===== src/rtl/sw_cond_pkg.sv =====
// Shared constants and debounce state encoding for the slide-switch conditioner.
package sw_cond_pkg;
   localparam int unsigned DEBOUNCE_CYCLES_SIM = 4;
   localparam int unsigned DEBOUNCE_CYCLES_HW  = 500000;

   typedef enum logic {
      IDLE     = 1'b0,
      COUNTING = 1'b1
   } db_state_e;
endpackage


===== src/rtl/sw_debounce_bit.sv =====
// One switch bit: two-flop synchroniser, debounce counter, clean level,
// registered rise/fall pulses and a sticky change flag.
module sw_debounce_bit
   import sw_cond_pkg::*;
#(
   parameter int unsigned DEBOUNCE_CYCLES = DEBOUNCE_CYCLES_HW
) (
   input  logic clk,
   input  logic reset,
   input  logic pin,
   input  logic ack,
   output logic level,
   output logic rise,
   output logic fall,
   output logic flag
);
   localparam int unsigned CNT_W = $clog2(DEBOUNCE_CYCLES + 1);

   logic             s1;
   logic             s2;
   logic [CNT_W-1:0] cnt;
   logic [CNT_W-1:0] cnt_nxt;
   db_state_e        state_c;
   logic             accept_c;
   logic             level_nxt;
   logic             rise_nxt;
   logic             fall_nxt;
   logic             flag_nxt;

   // The debounce state is implied by whether the synchronised pin disagrees with the level.
   always_comb begin
      state_c = (s2 != level) ? COUNTING : IDLE;
   end

   // Counter advance and acceptance: accept on the edge the count would reach DEBOUNCE_CYCLES.
   always_comb begin
      cnt_nxt  = '0;
      accept_c = 1'b0;
      case (state_c)
         IDLE: begin
            cnt_nxt = '0;
         end
         COUNTING: begin
            if (cnt == CNT_W'(DEBOUNCE_CYCLES - 1)) begin
               accept_c = 1'b1;
            end else begin
               cnt_nxt = cnt + CNT_W'(1);
            end
         end
         default: begin
            cnt_nxt = '0;
         end
      endcase
   end

   // Output next values; the flag is set from the registered pulse so a same-cycle ack loses.
   always_comb begin
      level_nxt = accept_c ? s2 : level;
      rise_nxt  = accept_c & s2;
      fall_nxt  = accept_c & ~s2;
      flag_nxt  = rise | fall | (flag & ~ack);
   end

   always_ff @(posedge clk) begin
      if (reset) begin
         s1    <= 1'b0;
         s2    <= 1'b0;
         cnt   <= '0;
         level <= 1'b0;
         rise  <= 1'b0;
         fall  <= 1'b0;
         flag  <= 1'b0;
      end else begin
         s1    <= pin;
         s2    <= s1;
         cnt   <= cnt_nxt;
         level <= level_nxt;
         rise  <= rise_nxt;
         fall  <= fall_nxt;
         flag  <= flag_nxt;
      end
   end
endmodule


===== src/rtl/sw_input_conditioner.sv =====
// Slide-switch front end: per-bit synchronise/debounce, edge pulses and
// sticky change flags feeding the LED gate logic.
module sw_input_conditioner
   import sw_cond_pkg::*;
#(
   parameter int unsigned N_SW            = 10,
   parameter int unsigned DEBOUNCE_CYCLES = DEBOUNCE_CYCLES_HW
) (
   input  logic            MAX10_CLK1_50,
   input  logic            reset,
   input  logic [N_SW-1:0] SW,
   output logic [N_SW-1:0] sw_level,
   output logic [N_SW-1:0] sw_rise,
   output logic [N_SW-1:0] sw_fall,
   output logic [N_SW-1:0] evt_flags,
   output logic            evt_valid,
   input  logic [N_SW-1:0] evt_ack
);
   for (genvar i = 0; i < int'(N_SW); i++) begin : g_bit
      sw_debounce_bit #(
         .DEBOUNCE_CYCLES(DEBOUNCE_CYCLES)
      ) u_bit (
         .clk  (MAX10_CLK1_50),
         .reset(reset),
         .pin  (SW[i]),
         .ack  (evt_ack[i]),
         .level(sw_level[i]),
         .rise (sw_rise[i]),
         .fall (sw_fall[i]),
         .flag (evt_flags[i])
      );
   end

   assign evt_valid = |evt_flags;
endmodule

===== config.mk =====
export PLATFORM = sky130hd
export DESIGN_NAME = sw_input_conditioner
export DESIGN_NICKNAME = d
export VERILOG_FILES = /design/src/rtl/sw_cond_pkg.sv /design/src/rtl/sw_debounce_bit.sv /design/src/rtl/sw_input_conditioner.sv
export SDC_FILE = /design/constraint.sdc
export NUM_CORES = 1
export LEC_CHECK = 0
export CAP_MARGIN = 20
export CORE_ASPECT_RATIO = 0.7
export CORE_UTILIZATION = 33
export CTS_BUF_LIST = sky130_fd_sc_hd__clkbuf_2 sky130_fd_sc_hd__clkbuf_4 sky130_fd_sc_hd__clkbuf_8
export CTS_CLUSTER_DIAMETER = 40
export DETAILED_ROUTE_END_ITERATION = 10
export DONT_BUFFER_PORTS = 1
export HOLD_SLACK_MARGIN = 0.15
export PLACE_DENSITY = 0.46
export SLEW_MARGIN = 20
export SYNTH_ARGS = -nofsm -noshare
export SYNTH_HDL_FRONTEND = slang
export SYNTH_HIERARCHICAL = 1
export SYNTH_SLANG_ARGS = --single-unit

===== constraint.sdc =====
create_clock -name MAX10_CLK1_50 -period 3.1 [get_ports MAX10_CLK1_50]
set_clock_uncertainty 0.05 [all_clocks]
set_input_delay 0.93 -clock MAX10_CLK1_50 [delete_from_list [all_inputs] [get_ports MAX10_CLK1_50]]
set_output_delay 0.93 -clock MAX10_CLK1_50 [all_outputs]
set_load 0.01 [all_outputs]

* Word-level counts from Yosys, hierarchy flattened
Cells that the tools add are included.
** Word-level totals
- Bits of input ports :: 22
- Flip-flop bits (word level) :: 250
** Cells by class
- $add $sub $neg :: 10
- Muxes and demuxes :: 50
- Reductions and logical operators :: 1
- Bitwise operators :: 80
- Equality and inequality tests :: 20
** Operators with widths (count)
- 19-bit case mux with 2 select lines :: 10
- 19-bit by 1-bit adder with 19-bit output, second input constant :: 10
- 19-bit == test, second input constant :: 10
- 19-bit 2-to-1 mux :: 10
- 1-bit AND :: 30
- 1-bit 2-to-1 mux :: 30
- 1-bit NOT :: 30
- 1-bit bitwise OR :: 20
- 1-bit != test :: 10
- 10-bit OR reduction :: 1

* Depth between registers and ports, before layout
Gate-level depths: netlist of the first run.
- Word-level depth :: 4
- Gate-level depth with buffers :: 7
- Mapped depth without buffers :: 5

* Modules after synthesis
Netlist of the first run, hierarchy kept.
** Modules (own cells, without submodules)
- sw_debounce_bit :: sequential area each 500.5 um^2, cells each 123, instances 10, area an instance 1093.5 um^2
- sw_input_conditioner :: sequential area each 0.0 um^2, cells each 4, instances 1, area an instance 21.3 um^2

* Worst setup path before layout of the first run
Ideal clock, no wire load.
- Path type :: reg-to-output
- Start point :: register g_bit[7].u_bit.flag
- End point :: output port evt_valid
- Arrival time :: 746 ps
- Cell stages (with the launch flop) :: 3
- Setup slack :: 1374 ps
- Cells stage by stage :: dfxtp_1 > nor4_1 > nand3_1
** On the way
- Word-level cells in the longest chain between the ends :: 1
** RTL lines
- start: declaration :: RTL line sw_debounce_bit.sv:15 : output logic flag
- start signal: assignment :: RTL line sw_debounce_bit.sv:80 : flag <= flag_nxt;
- 10-bit OR reduction :: RTL line sw_input_conditioner.sv:34 : assign evt_valid = |evt_flags;
- end: declaration :: RTL line sw_input_conditioner.sv:16 : output logic evt_valid,
No other way between the ends.

* Worst setup path after layout of the first run
- Start point :: register g_bit[1].u_bit.flag
- End point :: output port evt_valid
** On the way
- Word-level cells in the longest chain between the ends :: 1
** RTL lines (RTL line)
- start: declaration :: sw_debounce_bit.sv:15
- start signal: assignment :: sw_debounce_bit.sv:80
- 10-bit OR reduction :: sw_input_conditioner.sv:34
No other way between the ends.

==> flow_summary.toml, run 1 <==
[sta]
rsz0062_at_grt = "no"
relSlewSlack = 0.554
setup_viol = 0
setup_ws_ns = 0.514
setup-tns-final_ns = 0
fmax_ghz = 0.387
fin_crit_ns = 2.59
slew_viol_final = 0
finalCritPeriodShare = 0.834
tightest_slew_ns = 0.669
finalHoldViolCount = 0

[yosys]
yosys.area.top_type_share = 0.457
synthTopCellsByArea = "dfxtp_1 46%, xnor2_1 8.8%, nor2_1 7.2%, nand4_1 4.6%, nand3_1 3.7%"
synth_xor_xnor_area_share = 0.120
ys_types = 26
ys_ff_latch = 250
yosysSeqAreaShare = 0.457
synth_compound_area_frac = 0.0560
syn_avg_cell_area_um2 = 8.88
syn_inst = 1234
yosys.area_share.simple = 0.311
synthAdderAreaFrac = 0.0114
syn-num-nets = 1266
synth_top_cell_by_area = "dfxtp_1"
synth_top_family_by_area = "simple AND/OR/NAND/NOR gates"
ys_warn_count = 6
syn_area_um2 = 11000
muxShareOfSynthArea = 0

[drt]
routedWlPerCell_um = 14.1
wirelength_um = 24300
vias_per_cell = 4.96
route.detailed.drc = 12
ant_nets = 0
vias = 8548
drt-pass1-iter-count = 10
drt_iter0_drc = 654

[outcome]
outcome = "finished, violations left"
violations = "design-rule violations"

[clocking]
numCtsBuffers = 45
postCtsSetupBuffers = 0
cts_tree = "done"
h-tree-depth = 2
clock_path_buffers = 3
ctsResizeCount = 0
cts-root-buf = "clkbuf_8"
clock-sinks = 250
clk_latency_ns = 0.58
clk_pin_slew_ns = 0.06
cts_hold_buffers = 0

[cells_and_area]
syn2layout_area_growth_pct = 12.3
diodes = 0
final_nets = 1294
layout_common_cells = "250 x dfxtp_1, 211 x nor2_1, 110 x xnor2_1"
utilization = 0.379
layout_commonest_cell = "dfxtp_1"
nFillCells = 3337
drive_gt1_frac = 0.0857

[floorplanning]
dieArea_um2 = 33900
num_io_pins = 63
start_util = 0.337
die_h_um = 154
rows = 55
die_w_um = 220
core_um2 = 32500

[worst_setup_path]
reg2reg_to = "g_bit[3].u_bit/cnt[11]"
path_buf_inv = 1
cp.required_ns = 2.12
critical_path_class = "reg -> out"
critPathTopFamily = "simple AND/OR/NAND/NOR gates"
r2r_slack_ns = 1.16
slowest_delay_ns = 0.35
cp_cell_sequence = "nor4_1, buf_4, nand3_1"
cpMaxStageDelayCell = "dfxtp_1"
arrival_ns = 1.61
r2r-start = "g_bit[3].u_bit/cnt[0]"
reg2regPathDepth = 5
cp_max_fo = 3
worstSetupEndpointType = "output pin"
crit_path_start_kind = "flop"

[placed_design]
io_buffers = 0
hpwl_um = 16400
gp_congestion = 0.797
dp_slack_ns = 1.08

[power_and_ir_drop]
power_density_nw_per_um2 = 549
ir_worst_vdd_uv = 255
p_leak_uw = 0.00364

[worst_hold_path]
hold_path_depth = 1
hold_path.startpoint = "reset"
hold_path_end = "g_bit[3].u_bit/level"
holdCritPathClass = "in -> reg"

[flow_run]
cap_violations = 0

[global_routing]
grt_pass1_wl_um = 39800
grt.total_usage = 0.144
grt_pass1_vias = 7698
grt_start_max_net_pins = 51
antenna_found_initial = 2
grt_overflow = 0
==> kinds of logic (layout without fill, tap and decap cells) <==
kind of cell / after synthesis / count (layout)
and+or+nand+nor: 644 / 644
DFF: 250 / 250
xor gates and xnor gates: 150 / 150
AOI/OAI and AO/OA: 90 / 90
buffers and inverters: 90 / 151
adders and majority gates: 10 / 10
==> metal layers <==
metal | track usage | share of wire
met3 | 0.0362 | 0.057
met4 | 0.0555 | 0.025
met2 | 0.191 | 0.38
met5 | 0 | 0
met1 | 0.217 | 0.53
==> cell usage after synthesis <==
library cell / n
a21bo_2: 10
a21o_1: 10
a21oi_1: 50
a31o_2: 10
a41o_1: 10
and3_1: 20
and3_4: 10
and4_1: 10
and4bb_1: 10
buf_6: 20
dfxtp_1: 250
ha_1: 10
inv_1: 70
nand2_1: 40
nand2b_1: 20
nand3_1: 81
nand4_1: 80
nand4b_1: 10
nor2_1: 211
nor2b_1: 20
nor3_1: 60
nor4_1: 52
nor4b_1: 10
or3_1: 10
xnor2_1: 110
xor2_1: 40
==> power by group <==
part           internal, uW  switching [uW]
clock                  2090            1370
sequential             3230            11.5
combinational          17.9            30.2
==> worst max path at each step <==
stage | endpoint | cells past startpoint | start
final | evt_valid | 3 | g_bit[1].u_bit/flag
after floorplan | evt_valid | 2 | g_bit[7].u_bit/flag
after detailed placement | evt_valid | 3 | g_bit[1].u_bit/flag
after CTS | evt_valid | 3 | g_bit[1].u_bit/flag
after global routing | evt_valid | 3 | g_bit[0].u_bit/flag
after global placement | evt_valid | 3 | g_bit[1].u_bit/flag
==> stage by stage <==
step	area, um^2	power (uW)	hold WS, ns	instances
after floorplan	11000	3360	0.364	1234
after global placement	11300	3360	0.368	1642
after detailed placement	11300	3360	0.370	1642
after CTS	12300	6910	0.327	1722
after global routing	12300	7060	0.342	1722
final	12300	6750	0.372	1722
==> worst reg2reg max path: stages, from the launching register on <==
cell and delay (ns):
dfxtp_1 0.37, ha_1 0.22, and3_1 0.26, and3_4 0.22, a21o_1 0.53, nor2_1 0.12
==> registers in the layout, summed over array words and instances (netlist names) <==
name               cells
g_bit.u_bit/cnt      190
g_bit.u_bit/fall      10
g_bit.u_bit/flag      10
g_bit.u_bit/rise      10
g_bit.u_bit/s2        10
g_bit.u_bit/level     10
g_bit.u_bit/s1        10
==> cell type report <==
cell class,count,area (um^2),share of cell area
Clock inverter,6,82.6,0.00671
Sequential cell,250,5000,0.407
Clock buffer,74,950,0.0772
Tap cell,427,534,0.0434
Timing Repair Buffer,1,7.51,0.000610
Multi-Input combinational cell,894,5460,0.444
Inverter,70,263,0.0214
(Power assumes the default switching activity.)
==> run 2, diff against run 1 <==
- clock period: 3.1 -> 2.4 ns (I/O delays scaled with it)
==> flow_summary.toml, run 2 (synthesis results as in run 1) <==
[drt]
route.detailed.drc = 12
drt_iter0_drc = 512
vias = 8520
routedWlPerCell_um = 14.5
vias_per_cell = 4.93
wirelength_um = 25100
drt-pass1-iter-count = 8
ant_nets = 0

[power_and_ir_drop]
net-switching-power_uw = 1810
pwr-share-clk = 0.502
p_int_uw = 6780
switching_share = 0.211
power_density_nw_per_um2 = 695
p_leak_uw = 0.00368
ir_worst_vdd_uv = 291
p_seq_frac = 0.487
p_comb_frac = 0.010

[worst_setup_path]
cp_max_fo = 3
cp.required_ns = 1.63
slowest_delay_ns = 0.35
cpMaxStageDelayCell = "dfxtp_2"
cp_cell_sequence = "nor4_2, buf_4, nand3_1"
crit_path_start_kind = "flop"
worstSetupEndpointType = "output pin"
arrival_ns = 1.51
critical_path_class = "reg -> out"

[global_routing]
busiest_layer = "met1"
grtUsageMet3 = 0.0399
met1_usage = 0.223
grt.total_usage = 0.151
grt_overflow = 0
grt_pass1_vias = 7887
grt_start_max_net_pins = 32
grt_use_met2 = 0.205
grt_pass1_wl_um = 41200
antenna_found_initial = 1

[clocking]
clk_pin_slew_ns = 0.06
clock-sinks = 250
postCtsSetupBuffers = 0
clock_path_buffers = 3
cts-root-buf = "clkbuf_8"
cts_tree = "done"
clk_latency_ns = 0.56
numCtsBuffers = 44
h-tree-depth = 2

[cells_and_area]
utilization = 0.381
drive_gt1_frac = 0.0914
top_register = "g_bit.u_bit/cnt"
final_nets = 1306
layout_commonest_cell = "dfxtp_1"
layout_common_cells = "249 x dfxtp_1, 211 x nor2_1, 110 x xnor2_1"
syn2layout_area_growth_pct = 12.8
largest_reg_flops = 190
stdcell_count = 1729
diodes = 0

[sta]
fin_crit_ns = 2.28
slew_viol_final = 0
setup-tns-final_ns = 0
rsz0062_at_grt = "no"
fmax_ghz = 0.440
setup_ws_ns = 0.125
setup_viol = 0
relSlewSlack = 0.645
tightest_slew_ns = 0.528
finalCritPeriodShare = 0.948
finalHoldViolCount = 0

[outcome]
outcome = "finished, violations left"
violations = "design-rule violations"

[flow_run]
cap_violations = 0

[floorplanning]
dieArea_um2 = 33900
rows = 55
die_h_um = 154
core_um2 = 32500
start_util = 0.337
die_w_um = 220
num_io_pins = 63

[worst_hold_path]
holdCritPathClass = "in -> reg"

[placed_design]
hpwl_um = 16500
io_buffers = 0
gp_congestion = 0.778
dp_slack_ns = 0.572
dp_cells = 1653
-- run 2: cell types whose count changed in the layout (fill, tap and decap cells not counted), moves of 3 or more --
| cell | delta |
|---|---|
| clkinv_2 | +3 |
| clkbuf_8 | -5 |
| clkbuf_4 | -4 |
| buf_4 | +11 |
-- run 2: final cells by class --
type	instances	area, um^2
fillers	3305	20100
flip-flops and latches	250	5010
well taps	427	534
repair buffers	14	120
clock buffers	65	851
inverters	70	263
multi-input cells	894	5470
clock inverters	9	120
-- run 2: worst paths after layout --
path	startpoint	endpoint	slack, ns	depth (start not counted)
max	g_bit[1].u_bit/flag	evt_valid	0.12	3
min reg2reg	g_bit[0].u_bit/s1	g_bit[0].u_bit/s2	0.38	1
max reg2reg	g_bit[3].u_bit/cnt[0]	g_bit[3].u_bit/cnt[3]	0.59	6
min	reset	g_bit[3].u_bit/s2	0.21	1
-- run 2: what timing repair did --
action                     4_1_cts  5_1_grt
setup endpoints to repair        1        1
hold buffers                     2        0
resized for setup                1        1
hold endpoints to repair        31        0
pin swaps                        1        1
-- run 2: layer usage --
metal | part of all wire | wire (um)
met2 | 0.38 | 9620
met5 | 0 | 0
met4 | 0.029 | 720
met1 | 0.53 | 13300
met3 | 0.061 | 1550
-- run 2: stage by stage --
stage | cell area [um^2] | hold WS [ns] | power (uW)
final | 12400 | 0.207 | 8590
after global routing | 12400 | 0.171 | 9000
after CTS | 12400 | 0.154 | 8800
after detailed placement | 11400 | 0.370 | 4350
after global placement | 11400 | 0.370 | 4350
after floorplan | 11000 | 0.364 | 4340
-- run 2: worst max-delay path, delay by kind of cell, from the launching register on --
| kind | cells | cell delay, ns |
|---|---|---|
| buf+inv | 1 | 0.19 |
| flops | 1 | 0.35 |
| simple gates | 2 | 0.42 |
-- run 2: power groups by stage --
stage	clock (uW)	combinational, uW	sequential [uW]
4_1_cts	4520	92.0	4190
5_1_grt	4710	101	4190
3_5_place_dp	0	70.3	4280
3_3_place_gp	0	70.7	4280
2_1_floorplan	0	68.7	4270
6_report	4320	89.6	4190
